<file path="src/rtl/cc1200_spi_sched.sv">
// cc1200_spi_sched: round-robin arbiter sharing one CC1200 SPI engine between config (port 0) and Tx (port 1),
// with start/completion watchdogs and a forced idle gap between transactions.
module cc1200_spi_sched #(
    parameter int BUSY_WAIT  = 16,
    parameter int TIMEOUT    = 4096,
    parameter int GAP_CYCLES = 4
) (
    input  logic        clk,
    input  logic        rst,
    input  logic [1:0]  req_valid,
    input  logic [31:0] req_wdata0,
    input  logic [31:0] req_wdata1,
    input  logic [3:0]  req_wr0,
    input  logic [3:0]  req_wr1,
    output logic [1:0]  req_ready,
    output logic [1:0]  rsp_valid,
    output logic        rsp_err,
    output logic [31:0] rsp_rdata,
    output logic        spi_start,
    input  logic        spi_busy,
    output logic [31:0] spi_wdata,
    output logic [3:0]  spi_wr,
    input  logic [31:0] spi_rdata,
    output logic        grant,
    output logic [7:0]  err_count
);
    localparam logic [2:0] IDLE = 3'd0, START = 3'd1, WAIT_BUSY = 3'd2, WAIT_DONE = 3'd3, GAP = 3'd4;
    logic [2:0]  state;
    logic [15:0] cnt, cnt_inc;
    logic [31:0] cnt_next;
    logic        last, gnt, take, fail, gap_done;
    logic [1:0]  rsp_vec;
    assign gnt       = &req_valid ? ~last : req_valid[1];
    // Launch is held off while the engine is still busy, e.g. after a completion timeout.
    assign take      = state == IDLE && |req_valid && !spi_busy;
    assign req_ready = take ? (gnt ? 2'b10 : 2'b01) : 2'b00;
    assign spi_start = state == START;
    assign cnt_inc   = &cnt ? cnt : cnt + 16'd1;
    assign cnt_next  = {16'd0, cnt} + 32'd1;
    assign gap_done  = {16'd0, cnt} >= 32'(GAP_CYCLES);
    assign rsp_vec   = grant ? 2'b10 : 2'b01;
    assign fail      = state == WAIT_BUSY ? !spi_busy && cnt_next >= 32'(BUSY_WAIT)
                     : state == WAIT_DONE && spi_busy && cnt_next >= 32'(TIMEOUT);
    always_ff @(posedge clk or posedge rst) begin
        if (rst) begin
            state     <= IDLE;
            cnt       <= '0;
            last      <= 1'b1;
            rsp_valid <= '0;
            rsp_err   <= 1'b0;
            rsp_rdata <= '0;
            spi_wdata <= '0;
            spi_wr    <= '0;
            grant     <= 1'b0;
            err_count <= '0;
        end else begin
            rsp_valid <= '0;
            rsp_err   <= 1'b0;
            if (fail) begin
                rsp_valid <= rsp_vec;
                rsp_err   <= 1'b1;
                err_count <= &err_count ? err_count : err_count + 8'd1;
                cnt       <= '0;
                state     <= GAP;
            end else begin
                case (state)
                    IDLE: if (take) begin
                        spi_wdata <= gnt ? req_wdata1 : req_wdata0;
                        spi_wr    <= gnt ? req_wr1 : req_wr0;
                        grant     <= gnt;
                        last      <= gnt;
                        state     <= START;
                    end
                    START: begin
                        cnt   <= '0;
                        state <= WAIT_BUSY;
                    end
                    WAIT_BUSY: begin
                        cnt   <= spi_busy ? '0 : cnt_inc;
                        state <= spi_busy ? WAIT_DONE : WAIT_BUSY;
                    end
                    WAIT_DONE: if (!spi_busy) begin
                        rsp_rdata <= spi_rdata;
                        rsp_valid <= rsp_vec;
                        cnt       <= '0;
                        state     <= GAP;
                    end else begin
                        cnt <= cnt_inc;
                    end
                    GAP: begin
                        cnt   <= cnt_inc;
                        state <= gap_done ? IDLE : GAP;
                    end
                    default: state <= IDLE;
                endcase
            end
        end
    end
endmodule

</file>
<file path="config.mk">
export PLATFORM = sky130hd
export DESIGN_NAME = cc1200_spi_sched
export DESIGN_NICKNAME = d
export VERILOG_FILES = /design/src/rtl/cc1200_spi_sched.sv
export SDC_FILE = /design/constraint.sdc
export NUM_CORES = 1
export LEC_CHECK = 0
export CELL_PAD_IN_SITES_DETAIL_PLACEMENT = 1
export CELL_PAD_IN_SITES_GLOBAL_PLACEMENT = 1
export CORE_MARGIN = 2
export CORE_UTILIZATION = 30
export CTS_BUF_LIST = sky130_fd_sc_hd__clkbuf_8
export CTS_CLUSTER_SIZE = 8
export DETAILED_ROUTE_END_ITERATION = 10
export GPL_ROUTABILITY_DRIVEN = 0
export HOLD_SLACK_MARGIN = 0.05
export PLACE_DENSITY_LB_ADDON = 0.1
export SLEW_MARGIN = 20
export SYNTH_ARGS = -nofsm -noshare
export SYNTH_HDL_FRONTEND = slang
export SYNTH_SLANG_ARGS = --single-unit
</file>
<file path="constraint.sdc">
create_clock -name clk -period 3.5 [get_ports clk]
set_input_delay 0.7 -clock clk [delete_from_list [all_inputs] [get_ports clk]]
set_output_delay 0.7 -clock clk [all_outputs]
set_load 0.02 [all_outputs]
</file>
==> results_dict.tcl, run 1 <==
set metrics [dict create \
    most-common-layout-cells "191 x sky130_fd_sc_hd__clkdlybuf4s50_1, 99 x sky130_fd_sc_hd__dfrtp_1, 59 x sky130_fd_sc_hd__nand2_1" \
    grt_start_max_net_pins 52 \
    wirelength_um 14400 \
    final-max-slew-violation-count 0 \
    timing.setup.critical_path_class "in2out" \
    rsz0062_at_grt "no" \
    syn_nets 566 \
    layout-area-overhead-vs-synth_pct 49.3 \
    dpl.hpwl_um 10900 \
    cts_buffer_depth 2 \
    vias_per_cell 4.82 \
    first_global_vias 4238 \
    floorplan.initialDensity_pct 30.5 \
    synth-edff-count 0 \
    overall_fraction_of_global_route_tracks_in_use_pct 17.0 \
    cts.htree.levels 3 \
    numnets_final 750 \
    clkSlewWorstSetupHoldPaths_ps 110 \
    grt_antenna_before_repair 0 \
    timing.slew.headroom_pct 54.3 \
    grt_pass1_wl_um 22400 \
    drt_drc_violations_left 0 \
    r2r_slack_ps 730 \
    synth_seq_cells 100 \
    synth_top_area_share_pct 51.4 \
    synth_area_leaders "sky130_fd_sc_hd__dfrtp_1 51%, sky130_fd_sc_hd__mux2_2 7.7%, sky130_fd_sc_hd__mux2i_1 7.5%, sky130_fd_sc_hd__o21ai_0 5.9%, sky130_fd_sc_hd__nand2_1 4.6%" \
    layout.filler_cells 1750 \
    drt-pass1-iter-count 4 \
    hold_path_depth 1 \
    multi_input_comb_area_um2 2170 \
    final_period_minus_worst_setup_slack_ps 3390 \
    worst_min_path_start "grant$_DFFE_PP0P_" \
    post_cts_hold_buffer_count 0 \
    tritoncts "done" \
    final_clock_period_utilization_by_the_worst_path_pct 96.7 \
    synth.largest_area_cell "sky130_fd_sc_hd__dfrtp_1" \
    dp_worst_setup_slack_ps 74.9 \
    clock_sinks 100 \
    fp.dieArea_um2 17100 \
    async_set_reset_flop_share_out_of_synthesis_pct 100 \
    finalSetupViolations 0 \
    clk_root_buffer_cell "sky130_fd_sc_hd__clkbuf_8" \
    io_buffers 191 \
    fp-row-count 46 \
    worstHoldPathType "reg2reg" \
    status "finished clean" \
    postRouteAntennaNets 0 \
    total_power_uw 5190 \
    gr_overflow_total 0 \
    power_density_nw_per_um2 722 \
    tightest_slew_ps 685 \
    tns_ps 0 \
    hold_viol 0 \
    detail_route.iter0.violations 198 \
    crit_path_end_kind "primary output" \
    n_antenna_cell 0 \
    setup_ws_ps 115 \
    yosysUniqueCellTypes 53 \
    fin_worst_skew_ps 15.9 \
    pin_count 192 \
    worst_r2r_endpoint "rsp_valid[1]$_DFF_PP0_" \
    critical_path.startpoint_type "input pin" \
    clock_latency_of_the_later_clocked_register_in_the_worst_skew_pair_ps 380 \
    floorplan.die.height_um 131 \
    floorplan_core_area_um2 15800 \
    worstPathMaxFanout 5 \
    hold_slack_ps 484 \
    synth.yosys.warnings 0 \
    total_leakage_power_uw 0.00302 \
    most_common_cell_after_layout_fill_and_taps_aside "sky130_fd_sc_hd__clkdlybuf4s50_1" \
    layout-drive-gt1-share_pct 12.8 \
    worst_ep_required_time_ps 2800 \
    num_vias 4133 \
    wl_per_cell_um 16.8 \
    cts_post_setup_buffers_inserted 0 \
    regArea_um2 2500 \
    max_cap_violations 0 \
    synth_area_um2 4820 \
    netlist_instances 453 \
    reg2reg_depth 9 \
    critical_path.reg2reg.startpoint "cnt[0]$_DFFE_PP0P_" \
    crit_arrival_ps 2690 \
    syn_area_per_cell_um2 10.6 \
    worst_ir_drop_vdd_v 0.000251 \
    cts_resized 0 \
    ys.flop_type "sky130_fd_sc_hd__dfrtp_1" \
    hold_path_end "rsp_valid[0]$_DFF_PP0_" \
    die_extent_in_x_um 131 \
    cts_made_buffers 9 \
    synth_seq_area_share_pct 52.0 \
    fmax_ghz 0.295 \
]
kinds of logic after synthesis:
logic type / count (synthesis) / synth area share [%]
multiplexers: 70 / 15.5
adder cells (fa/ha/maj): 4 / 1.04
flip-flops: 100 / 52.0
AO/OA/AOI/OAI: 92 / 11.8
AND/OR/NAND/NOR: 139 / 14.4
XOR/XNOR: 11 / 2.00
buffers and inverters: 37 / 3.22
state kept, by name (all words and copies together) (netlist names):
register	flops
state	3
cnt	16
rsp_rdata	32
last	1
rsp_err	1
grant	1
rsp_valid	2
spi_wdata	32
spi_wr	4
err_count	8
stage by stage:
| stage | instances | utilization [%] | cell area (um^2) |
|---|---|---|---|
| finish | 858 | 45.6 | 7190 |
| global route | 858 | 45.6 | 7190 |
| CTS | 858 | 45.6 | 7190 |
| detailed placement | 842 | 44.3 | 6990 |
| global placement | 842 | 44.3 | 6990 |
| floorplan | 453 | - | 4820 |
layout make-up:
type                       count  area share [%]
clock buffer                   9            1.72
clock inverter                 7            1.04
inverter                       7           0.400
multi-input combinational    316            30.2
sequential                   100            34.8
tap                          216            3.76
timing repair buffer         203            28.0
power breakdown:
part	switching (uW)	leakage (uW)	total, uW	internal, uW
Combinational	1320	0.00166	2560	1240
Clock	481	0.0000968	762	281
Sequential	279	0.00127	1870	1590
Total	2080	0.00302	5190	3110
critical path, stage by stage:
cell and delay, ps:
sky130_fd_sc_hd__clkdlybuf4s50_1 530, sky130_fd_sc_hd__o21ai_0 110, sky130_fd_sc_hd__or3_2 480, sky130_fd_sc_hd__nor2b_1 190
sky130_fd_sc_hd__clkdlybuf4s50_1 670
per-layer routing:
metal / up-vias / wire length [um] / track usage, %
met5: - / 0 / 0
met4: 0 / 249 / 6.32
met3: 17 / 917 / 4.76
met2: 116 / 7450 / 29.2
met1: 2036 / 5830 / 20.3
li1: 1964 / - / -
cells in the mapped netlist, types with 2 or more instances:
library cell and instances:
sky130_fd_sc_hd__dfrtp_1 99, sky130_fd_sc_hd__nand2_1 59, sky130_fd_sc_hd__o21ai_0 57, sky130_fd_sc_hd__mux2i_1 36, sky130_fd_sc_hd__mux2_2 33, sky130_fd_sc_hd__nor2_1 23
sky130_fd_sc_hd__clkbuf_1 20, sky130_fd_sc_hd__nand3_1 11, sky130_fd_sc_hd__xnor2_1 10, sky130_fd_sc_hd__nand4_1 9, sky130_fd_sc_hd__buf_2 7, sky130_fd_sc_hd__nor3_1 7
sky130_fd_sc_hd__a21oi_1 6, sky130_fd_sc_hd__a22oi_1 6, sky130_fd_sc_hd__and3_1 6, sky130_fd_sc_hd__inv_1 6, sky130_fd_sc_hd__a311oi_1 4, sky130_fd_sc_hd__ha_1 4
sky130_fd_sc_hd__and2_1 3, sky130_fd_sc_hd__nor2b_1 3, sky130_fd_sc_hd__o211ai_1 3, sky130_fd_sc_hd__a211oi_1 2, sky130_fd_sc_hd__a21o_1 2, sky130_fd_sc_hd__a31oi_1 2
sky130_fd_sc_hd__a41oi_1 2, sky130_fd_sc_hd__buf_1 2, sky130_fd_sc_hd__nand2b_1 2, sky130_fd_sc_hd__nand3_2 2, sky130_fd_sc_hd__nor3_2 2, sky130_fd_sc_hd__nor4_1 2
how the worst max path moves through the flow:
stage / to / cells past startpoint / from
after global routing: req_ready[1] / 5 / req_valid[0]
after global placement: req_ready[1] / 5 / req_valid[0]
after detailed placement: req_ready[1] / 5 / req_valid[0]
after CTS: req_ready[1] / 5 / req_valid[0]
final: req_ready[1] / 5 / req_valid[0]
after floorplan: cnt[0]$_DFFE_PP0P_ / 1 / rst
No activity file was read; power rests on OpenSTA's default activity.
==> run 2: changes to the inputs <==
Settings changed: ABC_CLOCK_PERIOD_IN_PS set to 3500, SKIP_CTS_REPAIR_TIMING set to 1.
==> results of run 2 <==
Same layout as run 1: the final DEF is identical, and so are final timing and power.
==> run 3: changes to the inputs <==
Settings changed: CTS_CLUSTER_SIZE 8 to not set.
==> results of run 3 <==
Same layout as run 1: the final DEF is identical, and so are final timing and power.
